## config.mk

```make
export PLATFORM = sky130hd
export DESIGN_NAME = rvfi_trace_buffer
export DESIGN_NICKNAME = d
export VERILOG_FILES = /design/src/rtl/rvfi_trace_pkg.sv /design/src/rtl/rvfi_trace_buffer_fifo.sv /design/src/rtl/rvfi_trace_buffer.sv
export SDC_FILE = /design/constraint.sdc
export NUM_CORES = 2
export LEC_CHECK = 0
export CORE_MARGIN = 1
export CORE_UTILIZATION = 60
export CTS_BUF_LIST = sky130_fd_sc_hd__clkbuf_8
export CTS_CLUSTER_DIAMETER = 50
export DETAILED_ROUTE_END_ITERATION = 10
export PLACE_DENSITY = 0.86
export SYNTH_ARGS = -nofsm -noshare
export SYNTH_HDL_FRONTEND = slang
export SYNTH_SLANG_ARGS = --single-unit
```

## constraint.sdc

```tcl
create_clock -name clk_i -period 16.9 [get_ports clk_i]
set_input_delay 2.535 -clock clk_i [delete_from_list [all_inputs] [get_ports clk_i]]
set_output_delay 2.535 -clock clk_i [all_outputs]
set_load 0.005 [all_outputs]
```

## src/rtl/rvfi_trace_pkg.sv

```systemverilog
// +------------------------------------------------------------------+
// | rvfi_trace_pkg : shared types for the RVFI retirement trace path |
// | Rev 1.0                                                          |
// +------------------------------------------------------------------+
`default_nettype none

package rvfi_trace_pkg;

  localparam int unsigned ORDER_W    = 32;
  localparam int unsigned MODE_W     = 2;
  localparam int unsigned TRACE_XLEN = 32;

  typedef struct packed {
    logic [ORDER_W-1:0]    order;
    logic [TRACE_XLEN-1:0] pc;
    logic [TRACE_XLEN-1:0] next_pc;
    logic [31:0]           insn;
    logic [4:0]            rd_addr;
    logic [TRACE_XLEN-1:0] rd_wdata;
    logic [MODE_W-1:0]     mode;
`ifdef RVFI_TRACE_MEM_EN
    logic [TRACE_XLEN-1:0] mem_addr;
    logic [TRACE_XLEN-1:0] mem_rdata;
    logic [TRACE_XLEN-1:0] mem_wdata;
`endif
  } trace_entry_t;

  // x0 is hard-wired to zero, so whatever the core reports for it is meaningless
  function automatic logic [TRACE_XLEN-1:0] mask_rd_wdata(input logic [4:0]            rd,
                                                         input logic [TRACE_XLEN-1:0] wd);
    return (rd == 5'd0) ? '0 : wd;
  endfunction

endpackage

`default_nettype wire

```

## src/rtl/rvfi_trace_buffer_fifo.sv

```systemverilog
// +------------------------------------------------------------------+
// | trace_fifo : generic first-word-fall-through FIFO                |
// | Rev 1.0                                                          |
// +------------------------------------------------------------------+
`default_nettype none

module trace_fifo #(
  parameter int unsigned DEPTH = 16,
  parameter int unsigned WIDTH = 8
) (
  input  logic                     clk_i,
  input  logic                     rst_ni,
  input  logic                     push_i,
  input  logic                     pop_i,
  input  logic [WIDTH-1:0]         wdata_i,
  output logic [WIDTH-1:0]         rdata_o,
  output logic                     full_o,
  output logic                     empty_o,
  output logic [$clog2(DEPTH):0]   level_o
);

  localparam int unsigned AW = $clog2(DEPTH);
  localparam int unsigned PW = AW + 1;

  logic [WIDTH-1:0] mem_q [DEPTH];
  logic [PW-1:0]    wr_ptr_q, wr_ptr_d;
  logic [PW-1:0]    rd_ptr_q, rd_ptr_d;
  logic             w_push, w_pop;

  // Extra pointer MSB distinguishes full from empty when the low bits match
  assign empty_o = (wr_ptr_q == rd_ptr_q);
  assign full_o  = (wr_ptr_q[AW] != rd_ptr_q[AW]) && (wr_ptr_q[AW-1:0] == rd_ptr_q[AW-1:0]);
  assign w_pop   = pop_i && !empty_o;
  assign w_push  = push_i && (!full_o || w_pop);

  assign wr_ptr_d = wr_ptr_q + PW'(w_push);
  assign rd_ptr_d = rd_ptr_q + PW'(w_pop);

  always_ff @(posedge clk_i or negedge rst_ni) begin
    if (!rst_ni) begin
      wr_ptr_q <= '0;
      rd_ptr_q <= '0;
    end else begin
      wr_ptr_q <= wr_ptr_d;
      rd_ptr_q <= rd_ptr_d;
    end
  end

  always_ff @(posedge clk_i) begin
    if (w_push) begin
      mem_q[wr_ptr_q[AW-1:0]] <= wdata_i;
    end
  end

  assign rdata_o = mem_q[rd_ptr_q[AW-1:0]];
  assign level_o = wr_ptr_q - rd_ptr_q;

endmodule

`default_nettype wire

```

## src/rtl/rvfi_trace_buffer.sv

```systemverilog
// +------------------------------------------------------------------+
// | rvfi_trace_buffer : order-stamped RVFI retirement FIFO with drop |
// | accounting. Optional macro RVFI_TRACE_MEM_EN adds memory fields. |
// | XLEN must equal rvfi_trace_pkg::TRACE_XLEN.       Rev 1.0        |
// +------------------------------------------------------------------+
`default_nettype none

module rvfi_trace_buffer
  import rvfi_trace_pkg::*;
#(
  parameter int unsigned DEPTH  = 16,
  parameter int unsigned XLEN   = TRACE_XLEN,
  parameter int unsigned DROP_W = 16
) (
  input  logic                   clk_i,
  input  logic                   rst_ni,
  input  logic                   rvfi_valid_i,
  input  logic [XLEN-1:0]        rvfi_pc_rdata_i,
  input  logic [XLEN-1:0]        rvfi_pc_wdata_i,
  input  logic [31:0]            rvfi_insn_i,
  input  logic [4:0]             rvfi_rd_addr_i,
  input  logic [XLEN-1:0]        rvfi_rd_wdata_i,
  input  logic [MODE_W-1:0]      rvfi_mode_i,
`ifdef RVFI_TRACE_MEM_EN
  input  logic [XLEN-1:0]        rvfi_mem_addr_i,
  input  logic [XLEN-1:0]        rvfi_mem_rdata_i,
  input  logic [XLEN-1:0]        rvfi_mem_wdata_i,
  output logic [XLEN-1:0]        trace_mem_addr_o,
  output logic [XLEN-1:0]        trace_mem_rdata_o,
  output logic [XLEN-1:0]        trace_mem_wdata_o,
`endif
  output logic                   trace_valid_o,
  input  logic                   trace_ready_i,
  output logic [ORDER_W-1:0]     trace_order_o,
  output logic [XLEN-1:0]        trace_pc_o,
  output logic [XLEN-1:0]        trace_next_pc_o,
  output logic [31:0]            trace_insn_o,
  output logic [4:0]             trace_rd_addr_o,
  output logic [XLEN-1:0]        trace_rd_wdata_o,
  output logic [MODE_W-1:0]      trace_mode_o,
  output logic [$clog2(DEPTH):0] level_o,
  output logic                   overflow_o,
  output logic [DROP_W-1:0]      drop_count_o,
  input  logic                   clear_status_i
);

  logic [ORDER_W-1:0] order_q, order_d;
  logic               overflow_q, overflow_d;
  logic [DROP_W-1:0]  drop_count_q, drop_count_d;

  logic               w_full, w_empty, w_push, w_pop, w_drop;
  trace_entry_t       w_wr_entry, w_head, w_out;

  assign w_pop  = !w_empty && trace_ready_i;
  assign w_push = rvfi_valid_i && (!w_full || w_pop);
  assign w_drop = rvfi_valid_i && w_full && !w_pop;

  always_comb begin
    w_wr_entry          = '0;
    w_wr_entry.order    = order_q;
    w_wr_entry.pc       = rvfi_pc_rdata_i;
    w_wr_entry.next_pc  = rvfi_pc_wdata_i;
    w_wr_entry.insn     = rvfi_insn_i;
    w_wr_entry.rd_addr  = rvfi_rd_addr_i;
    w_wr_entry.rd_wdata = mask_rd_wdata(rvfi_rd_addr_i, rvfi_rd_wdata_i);
    w_wr_entry.mode     = rvfi_mode_i;
`ifdef RVFI_TRACE_MEM_EN
    w_wr_entry.mem_addr  = rvfi_mem_addr_i;
    w_wr_entry.mem_rdata = rvfi_mem_rdata_i;
    w_wr_entry.mem_wdata = rvfi_mem_wdata_i;
`endif
  end

  trace_fifo #(
    .DEPTH (DEPTH),
    .WIDTH ($bits(trace_entry_t))
  ) u_fifo (
    .clk_i   (clk_i),
    .rst_ni  (rst_ni),
    .push_i  (w_push),
    .pop_i   (w_pop),
    .wdata_i (w_wr_entry),
    .rdata_o (w_head),
    .full_o  (w_full),
    .empty_o (w_empty),
    .level_o (level_o)
  );

  // Order advances on every retirement, stored or not, so sink-side gaps expose drops
  always_comb begin
    order_d      = order_q + ORDER_W'(rvfi_valid_i);
    overflow_d   = overflow_q;
    drop_count_d = drop_count_q;
    if (clear_status_i) begin
      overflow_d   = 1'b0;
      drop_count_d = '0;
    end else if (w_drop) begin
      overflow_d = 1'b1;
      if (drop_count_q != {DROP_W{1'b1}}) begin
        drop_count_d = drop_count_q + DROP_W'(1);
      end
    end
  end

  always_ff @(posedge clk_i or negedge rst_ni) begin
    if (!rst_ni) begin
      order_q      <= '0;
      overflow_q   <= 1'b0;
      drop_count_q <= '0;
    end else begin
      order_q      <= order_d;
      overflow_q   <= overflow_d;
      drop_count_q <= drop_count_d;
    end
  end

  // Storage is not reset; masking on empty keeps idle outputs at zero
  assign w_out = w_empty ? '0 : w_head;

  assign trace_valid_o    = !w_empty;
  assign trace_order_o    = w_out.order;
  assign trace_pc_o       = w_out.pc;
  assign trace_next_pc_o  = w_out.next_pc;
  assign trace_insn_o     = w_out.insn;
  assign trace_rd_addr_o  = w_out.rd_addr;
  assign trace_rd_wdata_o = w_out.rd_wdata;
  assign trace_mode_o     = w_out.mode;
`ifdef RVFI_TRACE_MEM_EN
  assign trace_mem_addr_o  = w_out.mem_addr;
  assign trace_mem_rdata_o = w_out.mem_rdata;
  assign trace_mem_wdata_o = w_out.mem_wdata;
`endif
  assign overflow_o   = overflow_q;
  assign drop_count_o = drop_count_q;

endmodule

`default_nettype wire

```

Word-level counts from Yosys, hierarchy flattened
Memory sizes are Yosys's and may differ from the RTL's.
Index checks and enable logic that the tools add are counted.

word-level totals
  bits in writable memories = 2,672
  ROM bits = 0
  memories = 1
  bits in latches = 0
  output and inout port bits = 190
  flip-flop bits (word level) = 59

memory list
  name          words  bits a word  rd ports  clocked after Yosys merged registers in  wr ports  RTL line                      RTL
  u_fifo.mem_q  16     167          1         0                                        1         rvfi_trace_buffer_fifo.sv:25  logic [WIDTH-1:0] mem_q [DEPTH];

cells by class
  shift operators = 0
  equal/unequal tests = 4
  mux-type cells = 9
  div/mod/pow operators = 0
  add/subtract/negate cells = 5
  $mul = 0
  bitwise gates (word level) = 0
  $lt $le $gt $ge = 0
  reductions and logical operators = 16

operators by type and width
  cell                                                              count
  167-bit two-way mux                                               1
  16-bit two-way mux                                                3
  32-bit by 1-bit adder with 32-bit output                          1
  32-bit two-way mux                                                1
  16-bit by 1-bit adder with 16-bit output (second input constant)  1
  16-bit != test (second input constant)                            1
  5-bit by 1-bit adder with 5-bit output                            2
  1-bit logical AND                                                 7
  5-bit == test                                                     1
  5-bit logical NOT                                                 1
  5-bit subtractor                                                  1
  4-bit == test                                                     1
  1-bit two-way mux                                                 4
  2-bit nonzero test                                                2
  1-bit logical NOT                                                 3
  1-bit logical OR                                                  2
  2-bit AND reduction                                               1
  1-bit != test                                                     1

Logic depth before layout (Yosys ltp)
  word-level depth = 8
  gate-level depth with buffers = 13
  gate-level depth less buffers = 9

Hierarchy
A second synthesis with hierarchy kept.

unflattened totals
  cell total of the unflattened synthesis = 4,976
  area, all modules = 105,712.6 um^2

by module, submodules not included
  module             seq. area each (um^2)  area each (um^2)  times used  cells each
  trace_fifo         80,487.2               101,946.5         1           4,518
  rvfi_trace_buffer  1,226.2                3,766.1           1           458

Worst setup path after synthesis
Ideal clock, no wire load.

  path type = input port to flip-flop
  start point = in trace_ready_i
  end point = mem u_fifo.mem_q[0][0] in the netlist's numbering, enable pin
  setup slack = 1.700 ns
  required time = 16.002 ns
  arrival = 14.302 ns
  cell stages on the path = 4
  cell sequence = nor2_1 a21boi_1 nand3_1 nor3_1

on the way
  cells in the longest elaborated chain, start to end = 6
  elaborated cells on any way between the ends = 8

ends and longest elaborated chain
  element                                                       RTL line                                               RTL
  start, declared                                               rvfi_trace_buffer.sv:33                                input logic trace_ready_i,
  1-bit logical AND *                                           rvfi_trace_buffer.sv:54                                assign w_pop = !w_empty && trace_ready_i;
  1-bit logical OR / 1-bit logical AND (equally long branches)  rvfi_trace_buffer.sv:55, rvfi_trace_buffer_fifo.sv:33
  1-bit logical AND / 1-bit logical OR (equally long branches)  rvfi_trace_buffer.sv:55, rvfi_trace_buffer_fifo.sv:34
  1-bit logical AND *                                           rvfi_trace_buffer_fifo.sv:34                           assign w_push = push_i && (!full_o || w_pop);
  1-bit two-way mux *                                           rvfi_trace_buffer_fifo.sv:50                           if (w_push) begin
  1-bit two-way mux (not written as such) *                     rvfi_trace_buffer_fifo.sv:51                           mem_q[wr_ptr_q[AW-1:0]] <= wdata_i;
  end, declared                                                 rvfi_trace_buffer_fifo.sv:25

Mark *: on every way between the ends. The rest lies on a longest branch, timed or not.

Worst setup path in the final report
  start point = reg u_fifo.rd_ptr_q[1]
  end point = out trace_insn_o[29]

on the way
  cells in the longest elaborated chain, start to end = 2
  elaborated cells on any way between the ends = 3

ends and longest elaborated chain
  element                                                      RTL line                      RTL
  start, declared                                              rvfi_trace_buffer_fifo.sv:27  logic [PW-1:0] rd_ptr_q, rd_ptr_d;
  start signal, assigned                                       rvfi_trace_buffer_fifo.sv:45  rd_ptr_q <= rd_ptr_d;
  memory 16 x 167 bit / 5-bit == test (equally long branches)  n/a
  167-bit two-way mux *                                        rvfi_trace_buffer.sv:118      assign w_out = w_empty ? '0 : w_head;
  end, declared                                                rvfi_trace_buffer.sv:37       output logic [31:0] trace_insn_o,

Marked as above.

==> reports/qor.csv <==
metric;value;unit
grt_pass1_wl;341700;um
internal-power;13740;uW
worstReg2RegEnd;u_fifo.mem_q[9][85];
htreeDepth;5;
required;14.37;ns
timing.rr.start;u_fifo.rd_ptr_q[2];
grt_overflow;0;
netlist_top_cells_count;edfxtp_1 (2,672), mux4_2 (668), mux2i_1 (335), o22ai_1 (167), clkbuf_1 (116);
cp.arrival;6.15;ns
fp-row-count;152;
dieArea;174800;um2
num_io_pins;330;
cts_resized;0;
numCtsBuffers;423;
final_util;0.6847;
finClkSkew;0.08927;ns
worstPathBufferInverterCount;4;
synth.cell_area;103900;um2
crit_top_cell;buf_4;
syn2layout_area_growth;13.19;%
ys_seq_elements;2731;
ys.flop_type;edfxtp_1;
start_util;0.6049;
hold_viol;0;
power.switching;6062;uW
outcome;complete, no violations;
ys_types;42;
die_y;418.1;um
antenna_found_initial;18;
path_clk_slew;0.06;ns
hp-start;overflow_o;
netlist.area_leader.share;0.7724;
tns;0;ns
n_fill_cell;9612;
pwr-share-seq;0.426;
min_path_cells;2;
period_share;0.5139;
drt-initial-drc-count;6159;
ys_seq_area_frac;0.7866;
syn_avg_cell_area;23.66;um2
synth_warnings;0;
path_class;register to primary output;
total_power;19800;uW
fmax;115.1;MHz
stdcell_area;117600;um2
placed_area;110000;um2
grt_max_degree;173;
wire_per_inst;31.05;um
slew_viol_final;0;
slowest_stage;dfrtp_4;
hold_path_end;overflow_o;
synth_edf_count;2672;
tightest_slew;1.260;ns
numPortBuffers;329;
cts_tree;done;
cp-end-kind;primary output;
grt_pass1_vias;52020;
power_frac_comb;0.321;
synth_fp_nets;4542;
path_max_fanout;60;
synth_area_leaders;edfxtp_1 (77%), mux4_2 (14%), mux2i_1 (3.2%);
synth_area_leader_cell;edfxtp_1;
synthCells;4390;
ant_nets;0;
root_buffer;clkbuf_8;
routed-via-count;50290;
clk_path_buf_depth;4;
synthArstFlopShare;0.02160;
worstSkewPairLatency;1.06;ns
cp_cell_sequence;inv_1 > ha_1 > and4_1 > nand2_1 > nand2_4 > buf_4 > buf_4 > o22ai_1 > clkdlybuf4s50_1;
crit_family;buffers and inverters;
nets;5150;
die_x;418.1;um
power_density;168.4;nW/um2
slew_headroom;0.1582;
routed_wl;236900;um
route.detailed.drc;0;
track_usage;0.2722;
power.leakage;0.03813;uW
hpwlAfterDp;121100;um
reg2reg_depth;9;
cp-start-kind;register;
cts.sinks;2731;
setup_viol;0;
first_pass_iters;8;
rsz0062_at_grt;no;
p_sw_frac;0.3061;
viasPerCell;6.593;
reg2reg_slack;10.97;ns
postCtsSetupBuffers;0;
final_layout_size_suffix_gt1_frac;0.2421;
hp-class;register to register;
min_period;8.684;ns
postCtsHoldBufs;0;
coreArea;171700;um2
yosysMostFrequentCell;edfxtp_1;
critPathMaxStageDelay;1.06;ns
ir_worst_vdd;0.1478;mV
gp_congestion;0.7561;
clockPowerShare;0.253;
cap_violations;0;
[power groups by stage]
| stage | Sequential [uW] | Combinational [uW] | Clock [uW] |
|---|---|---|---|
| floorplan | 8610 | 3830 | 0 |
| global placement | 8510 | 6280 | 0 |
| detailed placement | 8570 | 6370 | 0 |
| CTS | 8430 | 6410 | 5080 |
| global route | 8470 | 6660 | 5360 |
| finish | 8430 | 6370 | 5000 |
[state kept, by name, indices dropped and copies added (netlist names)]
signal and flops:
overflow_o 1, order_q 32, u_fifo.wr_ptr_q 5, u_fifo.mem_q 2672, drop_count_o 16, u_fifo.rd_ptr_q 5
[layer usage]
metal  track usage  routed length, um
met5             0                 43
met3       0.04833              22240
met1        0.3714              86980
met4        0.1119               8724
met2        0.4413             118900
[cells by family after synthesis]
group,Yosys count,share of synthesized area
and+or+nand+nor,160,0.008636
muxes,1004,0.1772
DFF,2731,0.7866
AOI/OAI and AO/OA,192,0.01171
adders and majority gates,12,0.001518
buffers and inverters,242,0.01018
xor gates and xnor gates,49,0.004131
[worst max path at each step]
stage / startpoint / to / slack, ns / cells past startpoint
after floorplan: trace_ready_i / u_fifo.mem_q[0][0] / 1.70 / 4
after global placement: u_fifo.rd_ptr_q[0] / trace_insn_o[18] / 9.34 / 7
after detailed placement: u_fifo.rd_ptr_q[0] / trace_next_pc_o[16] / 9.29 / 7
after CTS: u_fifo.rd_ptr_q[0] / trace_next_pc_o[16] / 8.08 / 7
after global routing: u_fifo.rd_ptr_q[0] / trace_insn_o[23] / 7.83 / 7
final: u_fifo.rd_ptr_q[1] / trace_insn_o[29] / 8.22 / 9
[cell type report]
type                       count  area [um2]  share of cell area
sequential                  2731       81720              0.6950
multi-input combinational   1417       21240              0.1807
clock buffer                 441        6070             0.05162
timing repair buffer         414        4091             0.03480
tap                         2310        2890             0.02458
clock inverter               289        1481             0.01260
inverter                      11       48.80           0.0004150
antenna                       15       37.54           0.0003192
[cells in the final DEF (no fill, tap or decap), types with 5 or more instances in the layout]
cell type	n
nor2_1	22
dfrtp_1	57
clkdlybuf4s50_1	328
xnor2_1	30
and3_1	6
xor2_1	19
nor3_2	5
mux2i_1	335
nor2b_1	34
diode_2	15
inv_1	140
clkinv_2	42
nand3_1	25
clkinv_1	99
buf_4	73
nor2_4	13
o31ai_1	6
ha_1	11
buf_12	13
o22ai_1	167
mux4_2	668
a21oi_1	8
or4_1	7
clkbuf_8	441
bufinv_16	12
and4_1	8
edfxtp_1	2672
nand2_1	19
[per-stage QoR]
stage	hold slack, ns	std cells	setup slack (ns)
6_report	0.5191	7628	8.216
5_1_grt	0.5369	7623	7.830
4_1_cts	0.5234	7613	8.084
3_5_place_dp	0.5032	6883	9.293
3_3_place_gp	0.4902	6883	9.338
2_1_floorplan	0.4859	4390	1.700
[worst reg2reg max path: stages, from the launching register on]
cell	delay [ns]
dfrtp_1	0.47
inv_8	0.60
ha_1	0.49
and4_1	0.27
a21boi_1	0.35
nand3_1	0.38
nor2_4	0.20
buf_4	0.86
buf_4	0.92
buf_4	0.90
Note: power is estimated with default switching activity, not from simulation.
